<file path="config.mk">
export PLATFORM = sky130hd
export DESIGN_NAME = pxs_split_n
export DESIGN_NICKNAME = d
export VERILOG_FILES = /design/src/rtl/pxs_split_n.sv
export SDC_FILE = /design/constraint.sdc
export NUM_CORES = 1
export LEC_CHECK = 0
export ABC_AREA = 1
export CAP_MARGIN = 0
export CORE_ASPECT_RATIO = 0.75
export CORE_MARGIN = 3
export CORE_UTILIZATION = 39
export CTS_CLUSTER_DIAMETER = 150
export DETAILED_ROUTE_END_ITERATION = 16
export GPL_ROUTABILITY_DRIVEN = 0
export PLACE_DENSITY = 0.93
export SYNTH_ARGS = -nofsm -noshare
export SYNTH_HDL_FRONTEND = slang
export SYNTH_SLANG_ARGS = --single-unit
</file>
<file path="constraint.sdc">
create_clock -name px_clk -period 3 [get_ports px_clk]
set_input_delay 0.45 -clock px_clk [delete_from_list [all_inputs] [get_ports px_clk]]
set_output_delay 0.45 -clock px_clk [all_outputs]
set_load 0.01 [all_outputs]
</file>
<file path="src/rtl/pxs_split_n.sv">
// Frame-aligned video stream splitter: fans one pixel stream out to N_OUT copies,
// each gated per output by an enable mask that only changes on frame starts.
module pxs_split_n #(
  parameter int N_OUT  = 2,
  parameter int PX_W   = 3,
  parameter bit VS_POL = 1'b0
) (
  input  logic                        px_clk,
  input  logic                        rst_n,
  input  logic [PX_W+22:0]            RGBStr_i,
  input  logic [N_OUT-1:0]            en_i,
  output logic [N_OUT*(PX_W+23)-1:0]  RGBStr_o,
  output logic [N_OUT-1:0]            mask_o,
  output logic                        locked_o,
  output logic [7:0]                  frame_cnt_o
);

  localparam int SW = PX_W + 23;

  typedef enum logic {
    SYNC_WAIT = 1'b0,
    RUN       = 1'b1
  } state_t;

  state_t                 state_q, state_d;
  logic [N_OUT-1:0]       mask_q, mask_d;
  logic [N_OUT-1:0]       m_eff;
  logic                   vs_prev_q;
  logic                   fs;
  logic [7:0]             cnt_q, cnt_d;
  logic [N_OUT*SW-1:0]    str_q, str_d;
  logic [SW-1:0]          blank;

  // A blanked stream keeps sync and coordinates so downstream timing is intact.
  assign blank = {{PX_W{1'b0}}, RGBStr_i[22:1], 1'b0};
  assign fs    = (RGBStr_i[1] == VS_POL) && (vs_prev_q != VS_POL);

  always_comb begin
    state_d = state_q;
    mask_d  = mask_q;
    m_eff   = '0;
    cnt_d   = cnt_q;
    str_d   = '0;
    if (fs) begin
      state_d = RUN;
      mask_d  = en_i;
      m_eff   = en_i;
      cnt_d   = cnt_q + 8'd1;
    end else if (state_q == RUN) begin
      m_eff = mask_q;
    end
    for (int k = 0; k < N_OUT; k++) begin
      str_d[k*SW +: SW] = m_eff[k] ? RGBStr_i : blank;
    end
  end

  // vs_prev resets to the active level so a VS already active at release is not a frame start.
  always_ff @(posedge px_clk or negedge rst_n) begin
    if (!rst_n) begin
      state_q   <= SYNC_WAIT;
      mask_q    <= '0;
      vs_prev_q <= VS_POL;
      cnt_q     <= '0;
      str_q     <= '0;
    end else begin
      state_q   <= state_d;
      mask_q    <= mask_d;
      vs_prev_q <= RGBStr_i[1];
      cnt_q     <= cnt_d;
      str_q     <= str_d;
    end
  end

  assign RGBStr_o    = str_q;
  assign mask_o      = mask_q;
  assign locked_o    = (state_q == RUN);
  assign frame_cnt_o = cnt_q;

endmodule

</file>
==> impl_results.html, run 1 <==
<table>
<tr><th>Metric</th><th>Value</th></tr>
<tr><th colspan="2">Run status</th></tr>
<tr><td>Status</td><td>complete, no violations</td></tr>
<tr><th colspan="2">Worst setup path</th></tr>
<tr><td>Worst endpoint required time</td><td>2550 ps</td></tr>
<tr><td>Largest fanout on the critical path</td><td>5</td></tr>
<tr><td>CP max-delay cell</td><td>sky130_fd_sc_hd__clkdlybuf4s50_1</td></tr>
<tr><td>Worst setup path startpoint</td><td>RGBStr_o[27]</td></tr>
<tr><td>Critical path depth in cells</td><td>1</td></tr>
<tr><td>Element type at the critical path start</td><td>flop</td></tr>
<tr><td>R2R cell count</td><td>6</td></tr>
<tr><td>R2R setup slack</td><td>around 1800 ps</td></tr>
<tr><td>Cell family with the largest share of critical-path delay</td><td>buffers and inverters</td></tr>
<tr><td>Combined buffer and inverter count along the critical path</td><td>1</td></tr>
<tr><td>Endpoint of the worst-slack reg-to-reg timing path</td><td>frame_cnt_o[6]</td></tr>
<tr><td>Cell breakdown of the critical path</td><td>clkdlybuf4s50_1</td></tr>
<tr><td>Reg-to-reg startpoint</td><td>frame_cnt_o[0]</td></tr>
<tr><td>Endpoint arrival time on the critical path</td><td>1300 ps</td></tr>
<tr><td>Element type at the critical path end</td><td>primary output</td></tr>
<tr><td>Worst setup path category</td><td>reg -&gt; out</td></tr>
<tr><td>Stage delay of the slowest cell on the critical path</td><td>~580 ps</td></tr>
<tr><td>Destination of the critical timing path</td><td>RGBStr_o[27]</td></tr>
<tr><th colspan="2">STA</th></tr>
<tr><td>Fin. max-slew vios</td><td>0</td></tr>
<tr><td>Setup violators final</td><td>0</td></tr>
<tr><td>Worst hold slack</td><td>~280 ps</td></tr>
<tr><td>RSZ-0062 raised after global routing</td><td>no</td></tr>
<tr><td>TNS Setup</td><td>0 ps</td></tr>
<tr><td>Worst Slack Setup Final</td><td>approximately 1200 ps</td></tr>
<tr><td>Clock tree skew after final layout</td><td>about 2.7 ps</td></tr>
<tr><td>Worst Max-Slew Pin Slew</td><td>~860 ps</td></tr>
<tr><td>Period minus WS final</td><td>~1800 ps</td></tr>
<tr><td>Ratio of final minimum period to clock period</td><td>between 50% and 60%</td></tr>
<tr><td>Fin. Hold Viols</td><td>0</td></tr>
<tr><td>Highest Clock Rate</td><td>between 500 and 600 MHz</td></tr>
<tr><td>Slew Limit Headroom</td><td>a little over two fifths</td></tr>
<tr><th colspan="2">Synth</th></tr>
<tr><td>Register bit total from synthesis</td><td>41</td></tr>
<tr><td>Warnings, synthesis</td><td>0</td></tr>
<tr><td>Share of Yosys cell area claimed by the top area cell type</td><td>67.8%</td></tr>
<tr><td>Gate count after technology mapping</td><td>about 130</td></tr>
<tr><td>Average cell area after synthesis</td><td>11.5 um2</td></tr>
<tr><td>Top post-synthesis cells by area</td><td>sky130_fd_sc_hd__dfrtp_1, sky130_fd_sc_hd__buf_4, sky130_fd_sc_hd__nand2_1</td></tr>
<tr><td>Syn Std Cell Area</td><td>1510 um2</td></tr>
<tr><td>Sequential element share of the synthesized area</td><td>roughly two thirds</td></tr>
<tr><td>Post-synthesis cell type with the largest combined area</td><td>sky130_fd_sc_hd__dfrtp_1</td></tr>
<tr><td>Nets in the synthesized netlist</td><td>~160</td></tr>
<tr><td>Count of different cell masters after synthesis</td><td>15</td></tr>
<tr><th colspan="2">Floorplan</th></tr>
<tr><td>Ports</td><td>93</td></tr>
<tr><td>Total core area</td><td>roughly 3500 um2</td></tr>
<tr><td>Starting density of the core</td><td>~43%</td></tr>
<tr><td>Die outline height</td><td>59.9 um</td></tr>
<tr><td>Die footprint</td><td>~4700 um2</td></tr>
<tr><td>Die boundary width</td><td>roughly 78 um</td></tr>
<tr><td>Number of rows in the core area</td><td>18</td></tr>
<tr><th colspan="2">Final layout</th></tr>
<tr><td>Final core occ</td><td>69.4%</td></tr>
<tr><td>Number of fill cells in the layout</td><td>roughly 270</td></tr>
<tr><td>Leading cell type in the layout, fill and taps excluded</td><td>sky130_fd_sc_hd__clkdlybuf4s50_1</td></tr>
<tr><td>Antenna fix cells</td><td>0</td></tr>
<tr><td>Area growth from synthesis to layout</td><td>60.1%</td></tr>
<tr><td>Final standard cell count with taps included and fillers excluded</td><td>~260</td></tr>
<tr><td>Most frequent cells in the layout</td><td>sky130_fd_sc_hd__clkdlybuf4s50_1, sky130_fd_sc_hd__dfrtp_1, sky130_fd_sc_hd__nand2_1, sky130_fd_sc_hd__inv_1, sky130_fd_sc_hd__nor2_1</td></tr>
<tr><td>Share of final-layout standard cells stronger than drive strength 1</td><td>under 10%</td></tr>
<tr><td>Post-route standard cell area excluding fillers</td><td>about 2400 um2</td></tr>
<tr><td># nets final</td><td>238</td></tr>
<tr><th colspan="2">Pwr</th></tr>
<tr><td>PnR Total Power</td><td>1.43 mW</td></tr>
<tr><td>IR drop worst, VDD</td><td>about 0.00038 V</td></tr>
<tr><td>Total power density per cell area</td><td>slightly below 600 nW/um2</td></tr>
<tr><td>Leakage power of the design</td><td>around 1.1 nW</td></tr>
<tr><th colspan="2">Clocking</th></tr>
<tr><td>Clk pin slew, worst setup/hold paths</td><td>around 70 ps</td></tr>
<tr><td>Bufs on Longest Clock Path</td><td>2</td></tr>
<tr><td>Post-CTS Setup Repair Bufs</td><td>0</td></tr>
<tr><td>TritonCTS clock tree</td><td>done</td></tr>
<tr><td>CTS Sinks</td><td>41</td></tr>
<tr><td>Depth of the CTS H-tree</td><td>2</td></tr>
<tr><td>Worst skew pair latency</td><td>about 280 ps</td></tr>
<tr><td>PostCTS Resize Cnt</td><td>0</td></tr>
<tr><td>Clock buffers created by TritonCTS</td><td>5</td></tr>
<tr><td># hold bufs at CTS</td><td>0</td></tr>
<tr><td>Buffer cell driving the clock tree root</td><td>sky130_fd_sc_hd__clkbuf_8</td></tr>
<tr><th colspan="2">Placement</th></tr>
<tr><td>Area after detailed placement</td><td>about 2300 um2</td></tr>
<tr><td>Port buffer count</td><td>a little over 90</td></tr>
<tr><td>Dpl cells</td><td>250</td></tr>
<tr><td>Post-DP HPWL</td><td>between 2 and 3 mm</td></tr>
<tr><td>Worst slack after detailed placement</td><td>between 1000 and 1500 ps</td></tr>
<tr><th colspan="2">GRT</th></tr>
<tr><td>Maximum number of pins on one net before global-route repair</td><td>42</td></tr>
<tr><td>Total Routing Usage GR</td><td>about 15%</td></tr>
<tr><td>Global-route wire length before repair</td><td>between 5 and 6 mm</td></tr>
<tr><td>Antenna violations before repair</td><td>0</td></tr>
<tr><td>Via count of the first global-routing pass</td><td>about 1.1k</td></tr>
<tr><td>Total overflow reported by the global router</td><td>0</td></tr>
<tr><th colspan="2">Worst hold path</th></tr>
<tr><td>Path type of the worst min-delay path</td><td>in -&gt; async</td></tr>
<tr><th colspan="2">Route</th></tr>
<tr><td>Number of DRC violations after detailed-routing iteration 0</td><td>33</td></tr>
<tr><td>Routed wire length</td><td>around 3.4 mm</td></tr>
<tr><td>Number of remaining DRC errors</td><td>0</td></tr>
<tr><td>Router iterations before antenna repair</td><td>3</td></tr>
<tr><td>Vias per std cell</td><td>between 4 and 5</td></tr>
<tr><td>DR WL/cell</td><td>approximately 13 um</td></tr>
<tr><td>Via count</td><td>about 1.1k</td></tr>
<tr><td>Number of routed nets with antenna violations</td><td>0</td></tr>
<tr><th colspan="2">Job</th></tr>
<tr><td>Number of violations of the max-capacitance limit</td><td>0</td></tr>
</table>
[cell type report]
cell class | instances | area [um2] | share of cell area (%)
clock buffers | 5 | 68.8 | 2.84
clock inverters | 2 | 35.0 | 1.45
inverters | 18 | 67.6 | 2.79
multi-input cells | 49 | 246 | 10.2
flip-flops and latches | 41 | 1030 | 42.4
well taps | 50 | 62.6 | 2.58
repair buffers | 92 | 916 | 37.8
[flip-flops by register name, summed over array words and instances (netlist names)]
signal / count
locked_o: 1
frame_cnt_o: 8
mask_o: 2
RGBStr_o: 30
[cells by family (layout without fill, tap and decap cells)]
group	after synthesis	in the layout	share of synthesized area (%)
simple gates	43	43	12.6
fa+ha+maj	1	1	0.827
flops	41	41	67.8
compound gates	1	1	0.579
xor+xnor	4	4	2.32
buf+inv	41	117	15.9
[cells in the mapped netlist, drive strengths merged]
master / count
xor2: 3
nor2: 14
ha: 1
nand3: 5
a21oi: 1
nand2: 23
or2: 1
dfrtp: 41
xnor2: 1
buf: 23
inv: 18
[routing by layer]
metal | vias to the layer above | part of all wire [%] | global-route usage (%)
met1 | 490 | 39 | 17.0
met2 | 53 | 51 | 27.1
li1 | 515 | - | -
met5 | - | 0 | 0
met4 | 0 | 0.70 | 4.49
met3 | 4 | 8.9 | 5.87
[power by group]
part           internal [mW]  total, mW  switching [mW]
Sequential             0.616      0.677          0.0609
Combinational          0.200      0.342           0.142
Clock                  0.242      0.414           0.172
Total                   1.06       1.43           0.375
[worst min-delay path by stage]
stage / end / from / slack, ps
floorplan: RGBStr_o[0] / rst_n / 150
global placement: mask_o[1] / mask_o[1] / 500
detailed placement: mask_o[1] / mask_o[1] / 500
CTS: RGBStr_o[35] / rst_n / 300
global route: RGBStr_o[35] / rst_n / 340
finish: RGBStr_o[35] / rst_n / 280
Power figures use the tool's default switching activity.
==> run 2: changes to the inputs <==
--- a/config.mk
+++ b/config.mk
@@ -9,11 +9,11 @@
 export CAP_MARGIN = 0
 export CORE_ASPECT_RATIO = 0.75
 export CORE_MARGIN = 3
-export CORE_UTILIZATION = 39
+export CORE_UTILIZATION = 36
 export CTS_CLUSTER_DIAMETER = 150
 export DETAILED_ROUTE_END_ITERATION = 16
 export GPL_ROUTABILITY_DRIVEN = 0
-export PLACE_DENSITY = 0.93
+export PLACE_DENSITY = 0.87
 export SYNTH_ARGS = -nofsm -noshare
 export SYNTH_HDL_FRONTEND = slang
 export SYNTH_SLANG_ARGS = --single-unit
==> constraint.sdc (replaced) <==
create_clock -name px_clk -period 1.7 [get_ports px_clk]
set_input_delay 0.255 -clock px_clk [delete_from_list [all_inputs] [get_ports px_clk]]
set_output_delay 0.255 -clock px_clk [all_outputs]
set_load 0.01 [all_outputs]
==> run 2 against run 1 <==
Against the previous run:
- sequential share of layout area down 0.33 points
- die area up 7.6%
- cell area up 0.77%
- cell count up 1.6%
- count of clock-buffer cells in the layout up 1
- routed wire length down 0.50%
- critical path type unchanged
- critical endpoint is now frame_cnt_o[3]
- largest power group unchanged
- highest routed layer unchanged
==> impl_results.html, run 2 (same netlist as run 1, synthesis figures left out) <==
<table>
<tr><th>Metric</th><th>Value</th></tr>
<tr><th colspan="2">Run status</th></tr>
<tr><td>Status</td><td>complete, no violations (unchanged)</td></tr>
<tr><th colspan="2">Final layout</th></tr>
<tr><td>Final standard cell count with taps included and fillers excluded</td><td>261 (was 257)</td></tr>
<tr><td># nets final</td><td>240 (was 238)</td></tr>
<tr><td>Number of fill cells in the layout</td><td>316 (was 271)</td></tr>
<tr><td>Leading cell type in the layout, fill and taps excluded</td><td>sky130_fd_sc_hd__clkdlybuf4s50_1 (unchanged)</td></tr>
<tr><td>Multi-input logic area</td><td>246 um2 (unchanged)</td></tr>
<tr><td>Storage element area</td><td>1030 um2 (unchanged)</td></tr>
<tr><td>Antenna fix cells</td><td>0 (unchanged)</td></tr>
<tr><td>Max FFs per register</td><td>30 (unchanged)</td></tr>
<tr><td>Post-route standard cell area excluding fillers</td><td>2440 um2 (was 2420 um2)</td></tr>
<tr><td>Area growth from synthesis to layout</td><td>61.4% (was 60.1%)</td></tr>
<tr><td>Share of final-layout standard cells stronger than drive strength 1</td><td>8.61% (was 8.21%)</td></tr>
<tr><td>Most frequent cells in the layout</td><td>sky130_fd_sc_hd__clkdlybuf4s50_1, sky130_fd_sc_hd__dfrtp_1, sky130_fd_sc_hd__nand2_1, sky130_fd_sc_hd__inv_1, sky130_fd_sc_hd__nor2_1 (unchanged)</td></tr>
<tr><th colspan="2">Pwr</th></tr>
<tr><td>Net switching power</td><td>0.652 mW (was 0.375 mW)</td></tr>
<tr><td>Total power density per cell area</td><td>991 nW/um2 (was 592 nW/um2)</td></tr>
<tr><td>Clock power share</td><td>25.5% (was 28.9%)</td></tr>
<tr><td>Leakage power of the design</td><td>1.12 nW (about the same)</td></tr>
<tr><td>Share of total power in combinational logic</td><td>25.0% (was 23.9%)</td></tr>
<tr><td>IR drop worst, VDD</td><td>0.000442 V (was 0.000376 V)</td></tr>
<tr><td>Net Sw Frac</td><td>27.0% (was 26.2%)</td></tr>
<tr><td>Fraction of power consumed by sequential logic</td><td>49.6% (was 47.2%)</td></tr>
<tr><td>Internal power</td><td>1.77 mW (was 1.06 mW)</td></tr>
<tr><th colspan="2">Clocking</th></tr>
<tr><td>Bufs on Longest Clock Path</td><td>2 (unchanged)</td></tr>
<tr><td>CTS Sinks</td><td>41 (unchanged)</td></tr>
<tr><td>Post-CTS Setup Repair Bufs</td><td>0 (unchanged)</td></tr>
<tr><td>Buffer cell driving the clock tree root</td><td>sky130_fd_sc_hd__clkbuf_8 (unchanged)</td></tr>
<tr><td>TritonCTS clock tree</td><td>done (unchanged)</td></tr>
<tr><td>PostCTS Resize Cnt</td><td>0 (unchanged)</td></tr>
<tr><td>Clock buffers created by TritonCTS</td><td>5 (unchanged)</td></tr>
<tr><td>Depth of the CTS H-tree</td><td>2 (unchanged)</td></tr>
<tr><td>Worst skew pair latency</td><td>280 ps (about the same)</td></tr>
<tr><td>Clk pin slew, worst setup/hold paths</td><td>70 ps (about the same)</td></tr>
<tr><td># hold bufs at CTS</td><td>1 (was 0)</td></tr>
<tr><th colspan="2">Worst setup path</th></tr>
<tr><td>Largest fanout on the critical path</td><td>5 (unchanged)</td></tr>
<tr><td>Worst setup path category</td><td>reg -&gt; out (unchanged)</td></tr>
<tr><td>CP max-delay cell</td><td>sky130_fd_sc_hd__clkdlybuf4s50_1 (unchanged)</td></tr>
<tr><td>Element type at the critical path end</td><td>primary output (unchanged)</td></tr>
<tr><td>Cell family with the largest share of critical-path delay</td><td>buffers and inverters (unchanged)</td></tr>
<tr><td>Cell breakdown of the critical path</td><td>clkdlybuf4s50_1 (unchanged)</td></tr>
<tr><td>Stage delay of the slowest cell on the critical path</td><td>580 ps (about the same)</td></tr>
<tr><td>Endpoint arrival time on the critical path</td><td>1290 ps (was 1300 ps)</td></tr>
<tr><td>Element type at the critical path start</td><td>flop (unchanged)</td></tr>
<tr><td>Worst endpoint required time</td><td>1440 ps (was 2550 ps)</td></tr>
<tr><td>Combined buffer and inverter count along the critical path</td><td>1 (unchanged)</td></tr>
<tr><th colspan="2">STA</th></tr>
<tr><td>Setup violators final</td><td>0 (unchanged)</td></tr>
<tr><td>RSZ-0062 raised after global routing</td><td>no (unchanged)</td></tr>
<tr><td>Slew Limit Headroom</td><td>72.7% (was 42.8%)</td></tr>
<tr><td>Fin. Hold Viols</td><td>0 (unchanged)</td></tr>
<tr><td>TNS Setup</td><td>0 ps (unchanged)</td></tr>
<tr><td>Ratio of final minimum period to clock period</td><td>between 90% and 100%</td></tr>
<tr><td>Fin. max-slew vios</td><td>0 (unchanged)</td></tr>
<tr><td>Worst Max-Slew Pin Slew</td><td>410 ps (was 857 ps)</td></tr>
<tr><td>Worst Slack Setup Final</td><td>152 ps (was 1250 ps)</td></tr>
<tr><td>Highest Clock Rate</td><td>around 650 MHz</td></tr>
<tr><td>Period minus WS final</td><td>around 1500 ps</td></tr>
<tr><td>Worst hold slack</td><td>409 ps (was 277 ps)</td></tr>
<tr><td>Clock tree skew after final layout</td><td>4.59 ps (was 2.73 ps)</td></tr>
<tr><th colspan="2">Route</th></tr>
<tr><td>Number of routed nets with antenna violations</td><td>0 (unchanged)</td></tr>
<tr><td>Vias per std cell</td><td>4.21 (was 4.13)</td></tr>
<tr><td>Number of DRC violations after detailed-routing iteration 0</td><td>18 (was 33)</td></tr>
<tr><td>Via count</td><td>1100 (was 1062)</td></tr>
<tr><td>Number of remaining DRC errors</td><td>0 (unchanged)</td></tr>
<tr><td>Router iterations before antenna repair</td><td>4 (was 3)</td></tr>
<tr><td>Routed wire length</td><td>3.40 mm (was 3.41 mm)</td></tr>
<tr><td>DR WL/cell</td><td>13.0 um (was 13.3 um)</td></tr>
<tr><th colspan="2">Placement</th></tr>
<tr><td>Port buffer count</td><td>92 (unchanged)</td></tr>
<tr><td>Area after detailed placement</td><td>2340 um2 (was 2320 um2)</td></tr>
<tr><td>Dpl cells</td><td>253 (was 250)</td></tr>
<tr><td>Worst slack after detailed placement</td><td>232 ps (was 1360 ps)</td></tr>
<tr><td>Post-DP HPWL</td><td>2.74 mm (was 2.80 mm)</td></tr>
<tr><th colspan="2">GRT</th></tr>
<tr><td>Maximum number of pins on one net before global-route repair</td><td>25 (was 42)</td></tr>
<tr><td>Total Routing Usage GR</td><td>14.1% (was 15.1%)</td></tr>
<tr><td>Via count of the first global-routing pass</td><td>1125 (was 1118)</td></tr>
<tr><td>Antenna violations before repair</td><td>0 (unchanged)</td></tr>
<tr><td>Total overflow reported by the global router</td><td>0 (unchanged)</td></tr>
<tr><td>Global-route wire length before repair</td><td>5.38 mm (was 5.33 mm)</td></tr>
<tr><th colspan="2">Job</th></tr>
<tr><td>Number of violations of the max-capacitance limit</td><td>0 (unchanged)</td></tr>
<tr><th colspan="2">Floorplan</th></tr>
<tr><td>Ports</td><td>93 (unchanged)</td></tr>
<tr><td>Starting density of the core</td><td>39.3% (was 43.3%)</td></tr>
<tr><td>Die footprint</td><td>5020 um2 (was 4670 um2)</td></tr>
<tr><td>Die boundary width</td><td>80.9 um (was 77.9 um)</td></tr>
<tr><td>Number of rows in the core area</td><td>19 (was 18)</td></tr>
<tr><td>Total core area</td><td>3850 um2 (was 3490 um2)</td></tr>
<tr><td>Die outline height</td><td>62.1 um (was 59.9 um)</td></tr>
<tr><th colspan="2">Worst hold path</th></tr>
<tr><td>Path type of the worst min-delay path</td><td>in -&gt; reg (was in -&gt; async)</td></tr>
</table>
run 2: cell count changes in the layout (fill, tap and decap cells not counted), sizes merged:
cell,before,now
buf,1,2
bufinv,1,0
clkbuf,5,6
clkinv,1,0
clkinvlp,0,1
dlygate4sd3,0,1
run 2: power by group through the flow:
stage / combinational, mW / clock [mW] / sequential (mW)
floorplan: 0.194 / 0 / 1.25
global placement: 0.600 / 0 / 1.21
detailed placement: 0.610 / 0 / 1.22
CTS: 0.615 / 0.634 / 1.20
global route: 0.658 / 0.687 / 1.22
finish: 0.604 / 0.616 / 1.20
run 2: cell type report:
cell class / count / area share, %
Clock buffer: 6 / 3.38
Clock inverter: 1 / 0.308
Inverter: 18 / 2.77
Multi-Input combinational cell: 49 / 10.1
Sequential cell: 41 / 42.0
Tap cell: 52 / 2.67
Timing Repair Buffer: 94 / 38.7
run 2: final timing paths:
kind	from	end	slack, ps	depth (start not counted)
max	frame_cnt_o[3]	frame_cnt_o[3]	150	1
min	RGBStr_i[21]	RGBStr_o[47]	410	1
max reg2reg	frame_cnt_o[0]	frame_cnt_o[6]	530	6
min reg2reg	mask_o[1]	mask_o[1]	550	2
max in group asynchronous	rst_n	frame_cnt_o[0]	810	3
min in group asynchronous	rst_n	RGBStr_o[39]	430	2
run 2: metrics by stage:
step	utilization, %	power (mW)
2_1_floorplan	-	1.44
3_3_place_gp	60.8	1.81
3_5_place_dp	60.8	1.83
4_1_cts	63.4	2.45
5_1_grt	63.4	2.56
6_report	63.4	2.42
run 2: routing by layer:
| metal | up-vias | track usage (%) | part of all wire, % | routed length, um |
|---|---|---|---|---|
| met1 | 525 | 14.9 | 37 | 1270 |
| met5 | - | 0 | 0 | 0 |
| met3 | 2 | 3.90 | 7.7 | 263 |
| met4 | 0 | 5.06 | 0.85 | 29 |
| li1 | 520 | - | - | - |
| met2 | 53 | 26.3 | 54 | 1840 |
==> run 3: changes to the inputs <==
--- a/config.mk
+++ b/config.mk
@@ -13,7 +13,7 @@
 export CTS_CLUSTER_DIAMETER = 150
 export DETAILED_ROUTE_END_ITERATION = 16
 export GPL_ROUTABILITY_DRIVEN = 0
-export PLACE_DENSITY = 0.87
+export PLACE_DENSITY = 0.77
 export SYNTH_ARGS = -nofsm -noshare
 export SYNTH_HDL_FRONTEND = slang
 export SYNTH_SLANG_ARGS = --single-unit
==> run 3 against run 2 <==
Against the previous run:
- combinational power about the same
- total power decreased by 0.99%
- core utilization decreased by 0.097 points
- cell count increased by 0.38%
- die area unchanged
- critical path depth unchanged
- count of clock-buffer cells in the layout decreased by 1
- fmax decreased by 0.74%
- sequential share of layout area increased by 0.065 points
- flip-flop and latch count unchanged
- cell area decreased by 0.15%
- clock power decreased by 3%
- critical path type unchanged
- largest cell class unchanged
- largest power group unchanged
==> impl_results.html, run 3 (same netlist as run 1, synthesis figures left out) <==
<table>
<tr><th>Metric</th><th>Value</th></tr>
<tr><th colspan="2">Run status</th></tr>
<tr><td>Status</td><td>complete, no violations (unchanged)</td></tr>
<tr><th colspan="2">Floorplan</th></tr>
<tr><td>Total core area</td><td>3850 um2 (unchanged)</td></tr>
<tr><td>Die footprint</td><td>5020 um2 (unchanged)</td></tr>
<tr><td>Die outline height</td><td>62.1 um (unchanged)</td></tr>
<tr><td>Number of rows in the core area</td><td>19 (unchanged)</td></tr>
<tr><td>Die boundary width</td><td>80.9 um (unchanged)</td></tr>
<tr><td>Ports</td><td>93 (unchanged)</td></tr>
<tr><td>Starting density of the core</td><td>39.3% (unchanged)</td></tr>
<tr><th colspan="2">Clocking</th></tr>
<tr><td>Depth of the CTS H-tree</td><td>2 (unchanged)</td></tr>
<tr><td>CTS Sinks</td><td>41 (unchanged)</td></tr>
<tr><td>Buffer cell driving the clock tree root</td><td>sky130_fd_sc_hd__clkbuf_8 (unchanged)</td></tr>
<tr><td>PostCTS Resize Cnt</td><td>0 (unchanged)</td></tr>
<tr><td># hold bufs at CTS</td><td>1 (unchanged)</td></tr>
<tr><td>Worst skew pair latency</td><td>280 ps (about the same)</td></tr>
<tr><td>Clk pin slew, worst setup/hold paths</td><td>70 ps (about the same)</td></tr>
<tr><td>TritonCTS clock tree</td><td>done (unchanged)</td></tr>
<tr><td>Clock buffers created by TritonCTS</td><td>5 (unchanged)</td></tr>
<tr><td>Post-CTS Setup Repair Bufs</td><td>0 (unchanged)</td></tr>
<tr><td>Bufs on Longest Clock Path</td><td>2 (unchanged)</td></tr>
<tr><th colspan="2">GRT</th></tr>
<tr><td>Global-route wire length before repair</td><td>5.18 mm (was 5.38 mm)</td></tr>
<tr><td>Via count of the first global-routing pass</td><td>1039 (was 1125)</td></tr>
<tr><td>Global routing met2 resource utilization</td><td>22.6% (was 26.3%)</td></tr>
<tr><td>Total overflow reported by the global router</td><td>0 (unchanged)</td></tr>
<tr><td>Busiest layer in global routing</td><td>met2 (unchanged)</td></tr>
<tr><td>Maximum number of pins on one net before global-route repair</td><td>23 (was 25)</td></tr>
<tr><td>Total Routing Usage GR</td><td>13.6% (was 14.1%)</td></tr>
<tr><td>Antenna violations before repair</td><td>0 (unchanged)</td></tr>
<tr><td>Met1 usage in global routing</td><td>16.5% (was 14.9%)</td></tr>
<tr><td>GR Layer Usage met3</td><td>4.77% (was 3.90%)</td></tr>
<tr><th colspan="2">Job</th></tr>
<tr><td>Number of violations of the max-capacitance limit</td><td>0 (unchanged)</td></tr>
<tr><th colspan="2">Pwr</th></tr>
<tr><td>Total power density per cell area</td><td>983 nW/um2 (was 991 nW/um2)</td></tr>
<tr><td>IR drop worst, VDD</td><td>0.000620 V (was 0.000442 V)</td></tr>
<tr><td>Leakage power of the design</td><td>1.12 nW (about the same)</td></tr>
<tr><th colspan="2">Worst setup path</th></tr>
<tr><td>CP max-delay cell</td><td>sky130_fd_sc_hd__clkdlybuf4s50_1 (unchanged)</td></tr>
<tr><td>Largest fanout on the critical path</td><td>5 (unchanged)</td></tr>
<tr><td>Reg-to-reg startpoint</td><td>frame_cnt_o[0] (unchanged)</td></tr>
<tr><td>Worst endpoint required time</td><td>1440 ps (about the same)</td></tr>
<tr><td>Element type at the critical path end</td><td>primary output (unchanged)</td></tr>
<tr><td>R2R cell count</td><td>6 (unchanged)</td></tr>
<tr><td>Cell breakdown of the critical path</td><td>clkdlybuf4s50_1 (unchanged)</td></tr>
<tr><td>Element type at the critical path start</td><td>flop (unchanged)</td></tr>
<tr><td>Stage delay of the slowest cell on the critical path</td><td>580 ps (about the same)</td></tr>
<tr><td>Endpoint arrival time on the critical path</td><td>1300 ps (was 1290 ps)</td></tr>
<tr><td>R2R setup slack</td><td>540 ps (was 530 ps)</td></tr>
<tr><td>Worst setup path category</td><td>reg -&gt; out (unchanged)</td></tr>
<tr><td>Combined buffer and inverter count along the critical path</td><td>1 (unchanged)</td></tr>
<tr><td>Cell family with the largest share of critical-path delay</td><td>buffers and inverters (unchanged)</td></tr>
<tr><td>Endpoint of the worst-slack reg-to-reg timing path</td><td>frame_cnt_o[6] (unchanged)</td></tr>
<tr><td>Critical path depth in cells</td><td>1 (unchanged)</td></tr>
<tr><th colspan="2">Worst hold path</th></tr>
<tr><td>Hold-critical path depth</td><td>1 (unchanged)</td></tr>
<tr><td>Critical hold path startpoint</td><td>RGBStr_i[14] (was RGBStr_i[21])</td></tr>
<tr><td>Endpoint, Worst Hold</td><td>RGBStr_o[40] (was RGBStr_o[47])</td></tr>
<tr><td>Path type of the worst min-delay path</td><td>in -&gt; reg (unchanged)</td></tr>
<tr><th colspan="2">STA</th></tr>
<tr><td>Worst Max-Slew Pin Slew</td><td>488 ps (was 410 ps)</td></tr>
<tr><td>Clock tree skew after final layout</td><td>1.48 ps (was 4.59 ps)</td></tr>
<tr><td>Period minus WS final</td><td>1560 ps (was 1550 ps)</td></tr>
<tr><td>Fin. Hold Viols</td><td>0 (unchanged)</td></tr>
<tr><td>Ratio of final minimum period to clock period</td><td>91.8% (was 91.1%)</td></tr>
<tr><td>Setup violators final</td><td>0 (unchanged)</td></tr>
<tr><td>Highest Clock Rate</td><td>641 MHz (was 646 MHz)</td></tr>
<tr><td>TNS Setup</td><td>0 ps (unchanged)</td></tr>
<tr><td>Fin. max-slew vios</td><td>0 (unchanged)</td></tr>
<tr><td>RSZ-0062 raised after global routing</td><td>no (unchanged)</td></tr>
<tr><td>Slew Limit Headroom</td><td>67.5% (was 72.7%)</td></tr>
<tr><th colspan="2">Route</th></tr>
<tr><td>Number of routed nets with antenna violations</td><td>0 (unchanged)</td></tr>
<tr><td>Router iterations before antenna repair</td><td>4 (unchanged)</td></tr>
<tr><td>Routed wire length</td><td>3.25 mm (was 3.40 mm)</td></tr>
<tr><td>Number of DRC violations after detailed-routing iteration 0</td><td>46 (was 18)</td></tr>
<tr><td>Via count</td><td>1073 (was 1100)</td></tr>
<tr><td>DR WL/cell</td><td>12.4 um (was 13.0 um)</td></tr>
<tr><td>Number of remaining DRC errors</td><td>0 (unchanged)</td></tr>
<tr><td>Vias per std cell</td><td>4.10 (was 4.21)</td></tr>
<tr><th colspan="2">Final layout</th></tr>
<tr><td># nets final</td><td>240 (unchanged)</td></tr>
<tr><td>Area growth from synthesis to layout</td><td>61.1% (was 61.4%)</td></tr>
<tr><td>Leading cell type in the layout, fill and taps excluded</td><td>sky130_fd_sc_hd__clkdlybuf4s50_1 (unchanged)</td></tr>
<tr><td>Max FFs per register</td><td>30 (unchanged)</td></tr>
<tr><td>Antenna fix cells</td><td>0 (unchanged)</td></tr>
<tr><td>Most frequent cells in the layout</td><td>sky130_fd_sc_hd__clkdlybuf4s50_1, sky130_fd_sc_hd__dfrtp_1, sky130_fd_sc_hd__nand2_1, sky130_fd_sc_hd__inv_1, sky130_fd_sc_hd__nor2_1 (unchanged)</td></tr>
<tr><td>Final standard cell count with taps included and fillers excluded</td><td>262 (was 261)</td></tr>
<tr><td>Share of final-layout standard cells stronger than drive strength 1</td><td>9.05% (was 8.61%)</td></tr>
<tr><th colspan="2">Placement</th></tr>
<tr><td>Post-DP HPWL</td><td>2.69 mm (was 2.74 mm)</td></tr>
<tr><td>Port buffer count</td><td>92 (unchanged)</td></tr>
<tr><td>Dpl cells</td><td>253 (unchanged)</td></tr>
</table>
-- run 3: how the worst max path moves through the flow --
| stage | start | endpoint | slack [ps] |
|---|---|---|---|
| after CTS | RGBStr_o[27] | RGBStr_o[1] | 120 |
| after floorplan | frame_cnt_o[0] | frame_cnt_o[6] | 580 |
| after detailed placement | RGBStr_i[1] | frame_cnt_o[5] | 260 |
| after global placement | RGBStr_i[1] | RGBStr_o[25] | 280 |
| final | RGBStr_o[27] | RGBStr_o[1] | 140 |
| after global routing | RGBStr_o[27] | RGBStr_o[27] | 80 |
-- run 3: per-stage QoR --
stage          power (mW)  hold slack, ps  utilization [%]  cell area [um2]  setup WS (ps)
2_1_floorplan        1.44           -40.6                -             1510            583
3_3_place_gp         1.81             246             60.8             2340            280
3_5_place_dp         1.82             249             60.8             2340            256
4_1_cts              2.43             395             63.3             2440            116
5_1_grt              2.54             392             63.3             2440           79.9
6_report             2.40             404             63.3             2440            140
-- run 3: routing by layer --
layer,share of wire [%],vias to the layer above
met5,0,-
met4,0.89,0
met3,9.6,5
met2,48,55
met1,41,496
li1,-,517
-- run 3: area by class of cell --
class	count	area (um2)
clock buffers	5	68.8
clock inverters	3	17.5
fillers	332	1410
inverters	18	67.6
multi-input cells	49	246
flip-flops and latches	41	1030
well taps	52	65.1
repair buffers	94	946
-- run 3: where the power goes --
group | switching, mW | leakage, nW | internal [mW]
Combinational | 0.245 | 0.593 | 0.360
Sequential | 0.104 | 0.483 | 1.09
Clock | 0.317 | 0.0439 | 0.283
Total | 0.666 | 1.12 | 1.73
==> patch (flow settings as in run 1) <==
`VS_POL`: 1'b0 -> 1'b1.
--- a/src/rtl/pxs_split_n.sv
+++ b/src/rtl/pxs_split_n.sv
@@ -4,5 +4,5 @@
   parameter int N_OUT  = 2,
   parameter int PX_W   = 3,
-  parameter bit VS_POL = 1'b0
+  parameter bit VS_POL = 1'b1
 ) (
   input  logic                        px_clk,
Check against the original RTL: not equivalent (Yosys sat finds a counterexample within 4 cycles, from zero or initial values and one cycle with rst_n low).
==> patch against run 1 <==
- synthesized cell count down 3.8%
- combinational power down 4%
- sequential cell count up 1
- worst setup slack better by 0.017 ns
- cell area up 0.62%
- routed wire length up 1.3%
- sequential share of layout area up 0.82 points
- synthesized area up 0.33%
- power up 0.58%
- largest power group unchanged
==> patch: results (changes against run 1) <==
[routing] router iterations before antenna repair 4 [+1]
[critical_path] Reg2Reg Setup Slack 1.75 ns [-0.08 ns]
[run_status] status complete, no violations
[critical_path] launching instance or port of the critical path frame_cnt_o[4]
[logic_synthesis] count of distinct cell types in the synthesized netlist 18 [+3]
[timing] actual slew at the worst max-slew pin 0.893 ns [+0.0357 ns]
[placement] detailed placement HPWL 2820 um [+0.68%]
[routing] first-iteration detailed-routing DRC count 39 [+18%]
[placement] Placed Instance Area 2330 um^2 [+0.54%]
[power_and_ir_drop] maximum VDD drop 0.434 mV [+16%]
[global_route] first-pass GRT wire length 5550 um [+4.1%]
[global_route] global-route total usage across every layer 0.160 [+0.00833]
[placement] Place WS 1.24 ns [-0.123 ns]
[critical_path] Reg2Reg Capture Point RGBStr_o[25]
[global_route] vias in the first global route 1124 [+0.54%]
[final_layout] fraction of layout cells with a size suffix above 1 0.0833 [+0.00121]
[power_and_ir_drop] P_leak 0.00109 uW [-2.0%]
[final_layout] Net count, final 234 [-1.7%]
[routing] via/cell ratio 4.22 [+2.1%]
[logic_synthesis] Post-synth top cells 41 x sky130_fd_sc_hd__dfrtp_1, 22 x sky130_fd_sc_hd__buf_4, 19 x sky130_fd_sc_hd__nand2_1, 11 x sky130_fd_sc_hd__inv_1, 11 x sky130_fd_sc_hd__nor2_1
[logic_synthesis] top area cells in the synthesized netlist sky130_fd_sc_hd__dfrtp_1 68%, sky130_fd_sc_hd__buf_4 11%, sky130_fd_sc_hd__nand2_1 4.7%
[logic_synthesis] sequential area share after synthesis 0.693 [+0.0151]
[logic_synthesis] Post-Synthesis Net Count 157 [-3.1%]
[routing] wire length per cell after detailed routing 13.6 um [+2.5%]
[timing] worst setup slack after layout 1.26 ns [+0.0168 ns]
[critical_path] worst reg2reg startpoint vs_prev_q
[timing] final clock skew 0.00449 ns [+0.00177 ns]
[global_route] maximum number of pins on one net before global-route repair 43 [+2.4%]
-- patch: cell count changes after synthesis, sizes merged --
| cell | change |
|---|---|
| nand2 | -1 |
| buf | -1 |
| nand4 | +1 |
| dfstp | +1 |
| xor2 | -1 |
| xnor2 | +1 |
| nand3 | -1 |
| inv | -5 |
| nand3b | +1 |
-- patch: stage by stage --
stage	std cells	hold slack, ns
6_report	254	0.292
5_1_grt	254	0.365
4_1_cts	254	0.317
3_5_place_dp	246	0.509
3_3_place_gp	246	0.510
2_1_floorplan	126	0.154
-- patch: kinds of logic after synthesis --
kind of cell / synth area share
and+or+nand+nor: 0.129
DFF: 0.693
buffers and inverters: 0.141
xor gates and xnor gates: 0.0231
AOI/OAI and AO/OA: 0.00577
adders and majority gates: 0.00824
-- patch: area by class of cell --
cell class / instances / area, um^2
fillers: 261 / 1080
flip-flops and latches: 42 / 1050
repair buffers: 92 / 916
multi-input cells: 49 / 251
clock buffers: 7 / 76.3
well taps: 50 / 62.6
inverters: 13 / 48.8
clock inverters: 1 / 30.0
-- patch: how the worst max path moves through the flow --
stage / endpoint / cells after the start
after floorplan: frame_cnt_o[6] / 6
after global placement: RGBStr_o[23] / 6
after detailed placement: RGBStr_o[25] / 6
after CTS: frame_cnt_o[4] / 1
after global routing: frame_cnt_o[0] / 1
final: frame_cnt_o[4] / 1
-- patch: power breakdown --
group | internal [uW] | leakage (uW) | switching [uW] | total, uW
sequential | 630 | 0.000504 | 59.5 | 689
combinational | 198 | 0.000538 | 132 | 329
clock | 249 | 0.0000524 | 174 | 423
total | 1080 | 0.00109 | 365 | 1440
-- patch: metal layers --
metal	up-vias	track usage	part of all wire
met5	-	0	0
met3	5	0.0633	0.095
met2	55	0.291	0.52
met4	0	0.0449	0.0061
met1	500	0.175	0.38
li1	512	-	-
